**src/rtl/lcd_pkg.sv**
```systemverilog
// Shared definitions for the HD44780 (LCD1602) write path: writer FSM states,
// default 50 MHz bus timing and the controller command codes used by the sequencer.
package lcd_pkg;

    typedef enum logic [2:0] {
        IDLE,
        SETUP,
        PULSE,
        HOLD,
        WAIT
    } lcd_wr_state_t;

    // Default timing in 50 MHz cycles
    localparam int LCD_T_SETUP = 4;
    localparam int LCD_T_EN    = 16;
    localparam int LCD_T_HOLD  = 4;
    localparam int LCD_T_EXEC  = 2000;
    localparam int LCD_T_LONG  = 82000;

    localparam logic [7:0] CMD_CLEAR     = 8'h01;
    localparam logic [7:0] CMD_HOME      = 8'h02;
    localparam logic [7:0] CMD_FUNC_8B2L = 8'h38;
    localparam logic [7:0] CMD_DISP_ON   = 8'h0C;
    localparam logic [7:0] CMD_ENTRY_INC = 8'h06;
    localparam logic [7:0] CMD_DDRAM_L2  = 8'hC0;

    function automatic int max_int(input int a, input int b);
        return (a > b) ? a : b;
    endfunction

    // Clear/home (0x01..0x03 decode to them) need the long execution wait; data writes never do
    function automatic logic is_long_cmd(input logic rs, input logic [7:0] data);
        return !rs && (data == CMD_CLEAR || data == CMD_HOME || data == 8'h03);
    endfunction

endpackage

```
**src/rtl/lcd_delay_cnt.sv**
```systemverilog
// Load/decrement down-counter with a zero flag; stops at zero and never wraps.
// Shared by the byte writer phases and the sequencer power-on delay.
module lcd_delay_cnt #(
    parameter int CW = 8
) (
    input  logic          clk,
    input  logic          rst_n,
    input  logic          load,
    input  logic [CW-1:0] load_val,
    output logic          zero
);

    logic [CW-1:0] count;

    // NOTE: sequential state is written with non-blocking assignments so every flop
    // samples pre-edge values, independent of process evaluation order.
    always_ff @(posedge clk or negedge rst_n) begin
        if (!rst_n) begin
            count <= '0;
        end else if (load) begin
            count <= load_val;
        end else if (count != '0) begin
            count <= count - CW'(1);
        end
    end

    assign zero = (count == '0);

endmodule

```
**src/rtl/lcd_byte_writer.sv**
```systemverilog
// HD44780 bus-timing engine: drives one byte with setup / EN pulse / hold timing,
// then waits out the controller execution time before pulsing odone.
module lcd_byte_writer
    import lcd_pkg::*;
#(
    parameter int T_SETUP = LCD_T_SETUP,
    parameter int T_EN    = LCD_T_EN,
    parameter int T_HOLD  = LCD_T_HOLD,
    parameter int T_EXEC  = LCD_T_EXEC,
    parameter int T_LONG  = LCD_T_LONG
) (
    input  logic       iclk,
    input  logic       irst,
    input  logic [7:0] idata,
    input  logic       irs,
    input  logic       istart,
    output logic       obusy,
    output logic       odone,
    output logic [7:0] LCD_DATA,
    output logic       LCD_RS,
    output logic       LCD_RW,
    output logic       LCD_EN
);

    // Wide enough for every phase length, so the constant loads below cannot truncate
    localparam int CW = $clog2(max_int(max_int(T_LONG, T_EXEC),
                                       max_int(T_EN, max_int(T_SETUP, T_HOLD))) + 1);

    localparam logic [CW-1:0] LD_SETUP = CW'(T_SETUP - 1);
    localparam logic [CW-1:0] LD_EN    = CW'(T_EN - 1);
    localparam logic [CW-1:0] LD_HOLD  = CW'(T_HOLD - 1);
    localparam logic [CW-1:0] LD_EXEC  = CW'(T_EXEC - 1);
    localparam logic [CW-1:0] LD_LONG  = CW'(T_LONG - 1);

    if (T_SETUP < 1 || T_EN < 1 || T_HOLD < 1 || T_EXEC < 1 || T_LONG < 1) begin : g_bad_timing
        $error("lcd_byte_writer: all timing parameters must be >= 1");
    end

    lcd_wr_state_t state, state_nxt;
    logic          long_q, long_nxt;
    logic [7:0]    data_nxt;
    logic          rs_nxt, en_nxt, busy_nxt, done_nxt;
    logic          cnt_load, cnt_zero;
    logic [CW-1:0] cnt_load_val;

    lcd_delay_cnt #(.CW(CW)) u_cnt (
        .clk      (iclk),
        .rst_n    (irst),
        .load     (cnt_load),
        .load_val (cnt_load_val),
        .zero     (cnt_zero)
    );

    always_comb begin
        // NOTE: every variable gets a default before the case so no path leaves it
        // unassigned; that is what keeps this block free of inferred latches.
        state_nxt    = state;
        long_nxt     = long_q;
        data_nxt     = LCD_DATA;
        rs_nxt       = LCD_RS;
        en_nxt       = LCD_EN;
        busy_nxt     = obusy;
        done_nxt     = 1'b0;
        cnt_load     = 1'b0;
        cnt_load_val = '0;

        case (state)
            IDLE: begin
                if (istart) begin
                    state_nxt    = SETUP;
                    data_nxt     = idata;
                    rs_nxt       = irs;
                    busy_nxt     = 1'b1;
                    long_nxt     = is_long_cmd(irs, idata);
                    cnt_load     = 1'b1;
                    cnt_load_val = LD_SETUP;
                end
            end
            SETUP: begin
                if (cnt_zero) begin
                    state_nxt    = PULSE;
                    en_nxt       = 1'b1;
                    cnt_load     = 1'b1;
                    cnt_load_val = LD_EN;
                end
            end
            PULSE: begin
                if (cnt_zero) begin
                    state_nxt    = HOLD;
                    en_nxt       = 1'b0;
                    cnt_load     = 1'b1;
                    cnt_load_val = LD_HOLD;
                end
            end
            HOLD: begin
                if (cnt_zero) begin
                    state_nxt    = WAIT;
                    cnt_load     = 1'b1;
                    cnt_load_val = long_q ? LD_LONG : LD_EXEC;
                end
            end
            WAIT: begin
                // Bus keeps its last value; only busy/done change on exit
                if (cnt_zero) begin
                    state_nxt = IDLE;
                    busy_nxt  = 1'b0;
                    done_nxt  = 1'b1;
                end
            end
            default: state_nxt = IDLE;
        endcase
    end

    always_ff @(posedge iclk or negedge irst) begin
        if (!irst) begin
            state    <= IDLE;
            long_q   <= 1'b0;
            LCD_DATA <= '0;
            LCD_RS   <= 1'b0;
            LCD_EN   <= 1'b0;
            obusy    <= 1'b0;
            odone    <= 1'b0;
        end else begin
            state    <= state_nxt;
            long_q   <= long_nxt;
            LCD_DATA <= data_nxt;
            LCD_RS   <= rs_nxt;
            LCD_EN   <= en_nxt;
            obusy    <= busy_nxt;
            odone    <= done_nxt;
        end
    end

    assign LCD_RW = 1'b0;

endmodule
```
**config.mk**
```make
export PLATFORM = sky130hd
export DESIGN_NAME = lcd_byte_writer
export DESIGN_NICKNAME = d
export VERILOG_FILES = /design/src/rtl/lcd_pkg.sv /design/src/rtl/lcd_delay_cnt.sv /design/src/rtl/lcd_byte_writer.sv
export SDC_FILE = /design/constraint.sdc
export NUM_CORES = 1
export LEC_CHECK = 0
export CORE_MARGIN = 2
export CORE_UTILIZATION = 48
export DETAILED_ROUTE_END_ITERATION = 10
export HOLD_SLACK_MARGIN = 0.05
export PLACE_DENSITY = 0.74
export SYNTH_ARGS = -nofsm -noshare
export SYNTH_HDL_FRONTEND = slang
export SYNTH_HIERARCHICAL = 1
export SYNTH_SLANG_ARGS = --single-unit
```
**constraint.sdc**
```tcl
create_clock -name iclk -period 2.7 [get_ports iclk]
set_input_delay 0.675 -clock iclk [delete_from_list [all_inputs] [get_ports iclk]]
set_output_delay 0.675 -clock iclk [all_outputs]
set_load 0.02 [all_outputs]
```
==> impl_summary.md, run 1 <==
Outcome
The flow ran to the end, and the final reports show no timing, DRC or antenna violations.

Die
The die extent in y is 64.5 µm. The placeable core region is 3420 µm². The count of standard-cell rows is 21.

The area of the die is 4160 µm². From left edge to right edge, the die measures 64.5 µm. The initial utilization of the core area, before any placement, comes to 51.4%. The boundary pin count is 25.

Hold path
Counting instances, the worst hold path has a depth of 1. The worst hold path begins at LCD_DATA[4]$_DFFE_PN0P_. The tightest min-delay check is of the flop to flop type.

The end point of the worst hold path is LCD_DATA[4]$_DFFE_PN0P_.

Worst setup path
STA puts the critical path data arrival time at 2660 ps. The signal on the critical path passes through inv_1 -> ha_1 -> nor4b_4 -> nand2b_1 -> nor3_2 -> o21ai_0 -> a21oi_2 -> buf_12 -> nand4b_1 -> nor3b_1. The worst setup path is of the flop to flop kind.

The capturing element type of the critical path is a flop. The endpoint required time on the critical path is 2940 ps. The family with the most delay on the worst path is simple AND/OR/NAND/NOR gates.

The critical-path maximum fanout is 28. The slack of the worst reg-to-reg path is 270 ps. The capturing point of the worst reg2reg path is u_cnt/count[13]$_DFFE_PN0P_. On the worst path, the slowest cell contributes a delay of 410 ps. The start of the worst register-to-register path is u_cnt/count[0]$_DFFE_PN0P_. STA classifies the critical path startpoint as a flop. The slowest cell on the critical path is dfrtp_1. The cell count of the worst reg-to-reg path is 10. The critical path contains buffers and inverters numbering 2 combined.

Timing
The post-route fraction of the period consumed by the critical path is 89.8%. The final count of negative-setup-slack endpoints is 0. Setup repair after global routing left no endpoint under its margin. Clock skew on the completed layout was measured at 10.5 ps. The tightest hold path in the finished design has a slack of 524 ps. The final-report max-slew violation count came to 0. The worst setup margin is 274 ps.

The number of hold-slack violations in the final timing report was 0. For the finished layout, the period the worst path requires is 2430 ps. In the final timing run, aggregate negative setup slack is 0 ps. For this run, the top clock speed supported by timing is 412 MHz.

Routing
For this run, design rule violations remaining after detail routing come to 0. After the first detailed-routing iteration, the DRC count stood at 81. After detailed routing, the number of vias per cell comes to 5.55. Across all layers, the routed design uses 1394 vias.

The detail route stage leaves a number of antenna-violating nets equal to 0. The first-pass detailed-route iteration total is 4. Summed over all layers, the routed wires come to 3.57 mm.

The final routed wire length divided by cell count is 14.2 µm.

Power
Of the total power, the share spent switching nets is 37.5%. The clock network accounts for 16.2% of the total power. The power after layout is 1.62 mW. The share of total power dissipated in combinational logic is 33.9%. VDD sags by at most 0.339 mV. The power density over the cells is 753 nW/µm². The net switching power of the design is 0.607 mW. The fraction of power consumed by sequential logic is 49.9%. The internal portion of the total power is 1.01 mW. For this design the static power due to leakage is 0.850 nW.

Global routing
The total routing usage reported by global routing is 19.7%. The number of global-route vias before repair is 1396. The number of antenna violations at the first check in global routing is 0. The wire length of the first global-routing pass is 6.33 mm.

After global routing the overflow that remains totals 0. Entering global routing, the biggest net connects 34 pins.

Synth
The share of the Yosys chip area taken by registers is 47.0%. During synthesis, Yosys emitted a total of 6 warnings. In this run, distinct cell masters in the synthesized netlist total 41.

The count of flip-flops with a built-in enable after synthesis is 0. After synthesis, the cell types taking the most area are dfrtp_1, mux2_2, o31ai_1. Among all flip-flop cells after synthesis, the most frequent one is dfrtp_1.

The cell count after synthesis came out at 170. Sorting the synthesized cells by how often they occur yields dfrtp_1, nand2_1, o31ai_1, nor2_1, mux2_2. The number of synthesized register bits is 33. dfrtp_1 is the most common cell in the netlist. The synthesized netlist occupies a cell area of 1760 µm². The synthesized design spends more area on one cell type than any other, namely dfrtp_1.

The share of the synthesized area in the top cell type is 47.0%. The per-instance average area after synthesis is 10.3 µm². The share of synthesized flip-flops with an asynchronous set or reset is 100%.

Run
The max-capacitance violation count is 0.

Clock network
The clock-pin slew of the registers on the worst-case setup and hold paths is 110 ps. The root buffer cell chosen for the clock tree is clkbuf_4. The clock reaches the later pin of the worst-skew pair after 330 ps.

For this design, the CTS-stage hold fixing added 0 buffers. The TritonCTS sink count is 33. The longest clock path from root to sink contains 2 buffers. The H-tree was split into 2 levels. The CTS tree is built. The number of clock buffers added by TritonCTS is 5.

Cells and area
In the final design database the tool counted 217 nets. Cells with a size suffix above 1 make up 16.1% of the layout. Compared with the post-synthesis result, the final layout area differs by 22.4%. The antenna diode count is 0. Once layout is complete, the cells apart from fillers number 251.

Placement
The count of port buffers added during placement is 23. The HPWL after detailed placement is 2.67 mm. The congestion estimate from routability-driven global placement came to 0.901. Prior to clock tree synthesis, the placed netlist has a worst setup slack of 230 ps. Including well taps, the total number of placed cells is 242.
## logic make-up after synthesis
group,count (synthesis),synth area share (%)
simple gates,65,21.9
compound gates,34,13.5
flops,33,47.0
buf+inv,14,4.21
xor+xnor,12,5.99
mux,10,6.41
fa+ha+maj,1,0.713
other cells,1,0.214
## flip-flops by register name (all words and copies together), names as in the netlist
| name | flops |
|---|---|
| LCD_DATA | 8 |
| LCD_RS | 1 |
| u_cnt/count | 17 |
| odone | 1 |
| obusy | 1 |
| state | 3 |
| long_q | 1 |
| LCD_EN | 1 |
## layout make-up
type	count	area [µm²]
Fill cell	292	1270
Multi-Input combinational cell	129	900
Sequential cell	33	826
Timing Repair Buffer	30	295
Tap cell	46	57.6
Clock buffer	6	41.3
Inverter	5	18.8
Clock inverter	2	10.0
## power by group through the flow
stage          clock, mW  sequential, mW  combinational (mW)
3_3_place_gp           0           0.798               0.523
6_report           0.262           0.808               0.549
3_5_place_dp           0           0.810               0.541
4_1_cts            0.272           0.800               0.547
2_1_floorplan          0           0.798               0.369
5_1_grt            0.291           0.829               0.612
## worst max-delay path by stage
stage / start / endpoint / slack [ps] / depth (start not counted)
detailed placement: u_cnt/count[0]$_DFFE_PN0P_ / u_cnt/count[10]$_DFFE_PN0P_ / 230 / 11
global placement: u_cnt/count[0]$_DFFE_PN0P_ / u_cnt/count[13]$_DFFE_PN0P_ / 380 / 10
finish: u_cnt/count[0]$_DFFE_PN0P_ / u_cnt/count[13]$_DFFE_PN0P_ / 270 / 10
CTS: u_cnt/count[0]$_DFFE_PN0P_ / u_cnt/count[13]$_DFFE_PN0P_ / 170 / 10
floorplan: u_cnt/count[0]$_DFFE_PN0P_ / u_cnt/count[11]$_DFFE_PN0P_ / 90 / 11
global route: u_cnt/count[0]$_DFFE_PN0P_ / u_cnt/count[13]$_DFFE_PN0P_ / 20 / 10
## cells in the final DEF (no fill, tap or decap), types with 2 or more instances in the layout
master,netlist,routed
dfrtp_1,33,33
clkdlybuf4s50_1,0,23
nand2_1,21,21
o31ai_1,13,13
nor2_1,12,11
mux2_2,9,9
o21ai_0,8,8
xnor2_1,8,8
conb_1,1,7
buf_4,1,6
inv_1,5,5
nor4_1,5,5
nor3_1,5,5
nand2b_1,5,5
clkbuf_4,0,5
xor2_1,4,4
a21boi_0,3,3
and3b_1,2,2
a21oi_1,3,2
and3_1,2,2
nor4b_4,1,2
clkinv_2,0,2
or3_1,2,2
or4_1,2,2
## per-stage QoR
step	cell area, µm²	util [%]
after global placement	2080	60.8
after global routing	2150	62.9
after CTS	2130	62.3
final	2150	62.9
after detailed placement	2080	60.8
after floorplan	1780	-
## worst register-to-register path, cell delays in order (launching register included)
cell,delay [ps]
dfrtp_1,410
inv_1,100
ha_1,240
nor4b_4,300
nand2b_1,170
nor3_2,200
o21ai_0,180
a21oi_2,230
buf_12,200
nand4b_1,130
nor3b_1,190
## what timing repair did
item	4_1_cts	5_1_grt
gates resized for setup	0	2
setup buffers	0	1
endpoints found under the setup margin	0	7
## per-layer routing
| layer | vias to the layer above | global-route usage (%) | share of wire (%) |
|---|---|---|---|
| met3 | 7 | 5.38 | 5.2 |
| met5 | - | 0 | 0 |
| met2 | 43 | 34.1 | 49 |
| li1 | 670 | - | - |
| met4 | 0 | 5.32 | 1.3 |
| met1 | 674 | 24.4 | 45 |
Power figures use the tool's default switching activity.
==> run 2, diff against run 1 <==
==> constraint.sdc (replaced) <==
create_clock -name iclk -period 2.05 [get_ports iclk]
set_input_delay 0.5125 -clock iclk [delete_from_list [all_inputs] [get_ports iclk]]
set_output_delay 0.5125 -clock iclk [all_outputs]
set_load 0.02 [all_outputs]
==> impl_summary.md, run 2 (same netlist as run 1, synthesis figures left out) <==
Cells and area
Most used cells in the layout excluding fill and tap cells: dfrtp_1, buf_4, clkdlybuf4s50_1 (was dfrtp_1, clkdlybuf4s50_1, nand2_1). The flip-flop count of the largest register after layout is 17 (unchanged). The most common library cell in the layout ignoring fill and taps is dfrtp_1 (unchanged). Regs by FF count: u_cnt/count: 17 flops, LCD_DATA: 8 flops, state: 3 flops (unchanged). The final design utilization is 71.7% (was 62.9%). The number of non-filler instances in the completed layout is 275 (was 251). The final-layout fill cell count is 242 (was 292). The net count reported at finish was 241 (was 217). The antenna diode count came to 0 (unchanged). The largest register by flop count was u_cnt/count (unchanged).

The fraction of layout instances using a drive strength above 1 was 29.7% (was 16.1%). The signed area change from the synthesized netlist to the final layout is 39.5% (was 22.4%).

Global routing
The number of antenna violations at the first check in global routing was 0 (unchanged). The number of global-route vias before repair was 1473 (was 1396). The maximum number of pins on one net before global-route repair came to 34 (unchanged). The total routing usage reported by global routing came to 21.8% (was 19.7%). The final global-route overflow total was 0 (unchanged).

The wire length of the first global-routing pass was 6.99 mm (was 6.33 mm).

Clock network
The H-tree level count is 2 (unchanged). The TritonCTS sink count came to 33 (unchanged). The CTS tree was built (unchanged). The clock-pin slew of the registers on the worst-case setup and hold paths was 110 ps (about the same). The number of buffers inserted during clock tree synthesis is 5 (unchanged). The buffer cell driving the clock tree root is clkbuf_4 (unchanged). The clock latency of the later-clocked register in the worst-skew pair was 340 ps (was 330 ps). The number of buffers inserted for hold repair after clock tree synthesis is 0 (unchanged). The number of buffers on the longest clock path came to 2 (unchanged).

Power
The fraction of power consumed by sequential logic is 40.9% (was 49.9%). The power density over the cells is 1050 nW/µm² (was 753 nW/µm²). The switching share of power is 34.9% (was 37.5%). The logic gate share of total power was 39.1% (was 33.9%). The net switching power of the design is 0.900 mW (was 0.607 mW). The clock network fraction of total power came to 20.0% (was 16.2%). The leakage power figure is 1.01 nW (was 0.850 nW). The total internal power is 1.68 mW (was 1.01 mW). The highest ir drop seen on vdd was 0.635 mV (was 0.339 mV).

Worst setup path
The sort of element at the start of the critical path is a flop (unchanged). The endpoint required time on the critical path is 2270 ps (was 2940 ps). The capturing element type of the critical path is a flop (unchanged).

The cell count of the worst reg-to-reg path came to 7 (was 10). The capturing point of the worst reg2reg path is u_cnt/count[13]$_DFFE_PN0P_ (unchanged). The critical-path maximum fanout is 4 (was 28).

The critical setup path kind is flop to flop (unchanged). The critical path data arrival time was 2300 ps (was 2660 ps). The start of the worst register-to-register path is u_cnt/count[1]$_DFFE_PN0P_ (was u_cnt/count[0]$_DFFE_PN0P_). The slack of the worst reg-to-reg path was -30 ps (was 270 ps).

Timing
The final count of negative-setup-slack endpoints is 6 (was 0). The final-report max-slew violation count was 0 (unchanged). The post-route fraction of the period consumed by the critical path is 102% (was 89.8%). The worst setup margin is -33.9 ps (was 274 ps). The number of hold-slack violations in the final timing report was 0 (unchanged). The final period demand of the worst path is 2080 ps (was 2430 ps). Setup repair after global routing missed its margin: true (was false). The maximum frequency from static timing analysis is 480 MHz (was 412 MHz). The worst clock skew was 12.1 ps (was 10.5 ps).

Die
The area of the die is 4160 µm² (unchanged). The placeable core region is 3420 µm² (unchanged). The count of standard-cell rows is 21 (unchanged). The die extent in y is 64.5 µm (unchanged). The effective utilization at floorplan is 51.4% (unchanged). The boundary pin count is 25 (unchanged).

The chip width came to 64.5 µm (unchanged).

Routing
The average vias per placed instance is 5.44 (was 5.55). The final routed wirelength across all metal layers was 4.19 mm (was 3.57 mm). The number of vias after detailed routing is 1497 (was 1394). The final routed wire length divided by cell count came to 15.2 µm (was 14.2 µm). The initial detailed-routing violation count is 37 (was 81). The first-pass detailed-route iteration total came to 4 (unchanged). The DRC violation count after routing is 0 (unchanged).

The post-route antenna net violation count is 0 (unchanged).

Hold path
The end point of the worst hold path is LCD_DATA[7]$_DFFE_PN0P_ (was LCD_DATA[4]$_DFFE_PN0P_). The launch point of the worst hold path is LCD_DATA[7]$_DFFE_PN0P_ (was LCD_DATA[4]$_DFFE_PN0P_). The class of the tightest hold or removal check is flop to flop (unchanged). The number of stages on the worst hold path is 1 (unchanged).

Outcome
The final reports fail on setup timing. Run status: finished with violations (was complete, no violations).

Placement
The count of port buffers added during placement came to 23 (unchanged). The final weighted congestion in routability-driven placement was 0.910 (was 0.901). The HPWL after detailed placement was 2.86 mm (was 2.67 mm).

The placed instance count is 255 (was 242).

Run
The max-capacitance violation count is 0 (unchanged).
==> run 2: cell count changes in the layout (fill, tap and decap cells not counted), sizes merged <==
cell and delta:
bufinv +1, buf +23, clkinv -2, clkinvlp +1, clkbuf +1
==> run 2: power by group through the flow <==
| stage | sequential, mW | clock, mW | combinational (mW) |
|---|---|---|---|
| 2_1_floorplan | 1.06 | 0 | 0.520 |
| 3_3_place_gp | 1.04 | 0 | 0.859 |
| 3_5_place_dp | 1.06 | 0 | 0.884 |
| 4_1_cts | 1.05 | 0.527 | 0.948 |
| 5_1_grt | 1.08 | 0.554 | 1.10 |
| 6_report | 1.05 | 0.515 | 1.01 |
==> run 2: layout make-up <==
class	count	area (µm²)	area share, %
clock buffer	6	51.3	2.10
clock inverter	2	37.5	1.53
inverter	5	18.8	0.766
multi-input combinational	129	966	39.4
sequential	33	826	33.7
tap	46	57.6	2.35
timing repair buffer	54	492	20.1
==> run 2: worst max-delay path by stage <==
stage	startpoint	endpoint	slack, ps	cells past startpoint
floorplan	u_cnt/count[1]$_DFFE_PN0P_	u_cnt/count[8]$_DFFE_PN0P_	-130	12
global placement	u_cnt/count[0]$_DFFE_PN0P_	u_cnt/count[14]$_DFFE_PN0P_	30	10
detailed placement	u_cnt/count[1]$_DFFE_PN0P_	u_cnt/count[14]$_DFFE_PN0P_	-110	10
CTS	u_cnt/count[0]$_DFFE_PN0P_	u_cnt/count[0]$_DFFE_PN0P_	20	6
global route	u_cnt/count[0]$_DFFE_PN0P_	u_cnt/count[13]$_DFFE_PN0P_	-220	10
finish	u_cnt/count[1]$_DFFE_PN0P_	u_cnt/count[13]$_DFFE_PN0P_	-30	7
==> run 2: what timing repair did <==
item	in CTS	in global routing
setup endpoints to repair	13	17
gates resized for setup	8	6
pin swaps	3	4
cloned	0	1
buffers inserted	4	7
==> run 2: metal layers <==
metal / track usage [%] / part of all wire [%]
met3: 4.51 / 4.0
met5: 0 / 0
met2: 37.0 / 52
met4: 6.91 / 1.3
met1: 27.9 / 43
==> run 2: metrics by stage <==
step / TNS, ps / worst slack, ps / cell area, µm² / hold WS [ps] / power (mW)
floorplan: -2150 / -134 / 1850 / 217 / 1.58
global placement: 0 / 28.5 / 2190 / 473 / 1.90
detailed placement: -711 / -110 / 2190 / 487 / 1.94
CTS: 0 / 18.0 / 2340 / 509 / 2.52
global route: -2650 / -224 / 2450 / 544 / 2.74
finish: -55.6 / -33.9 / 2450 / 512 / 2.58
==> run 2: critical path: stages (launching register included) <==
cell	delay (ps)
dfrtp_1	410
buf_4	140
buf_4	130
or4_1	600
nor4_4	240
buf_4	180
nand4b_1	90
nor3b_2	160
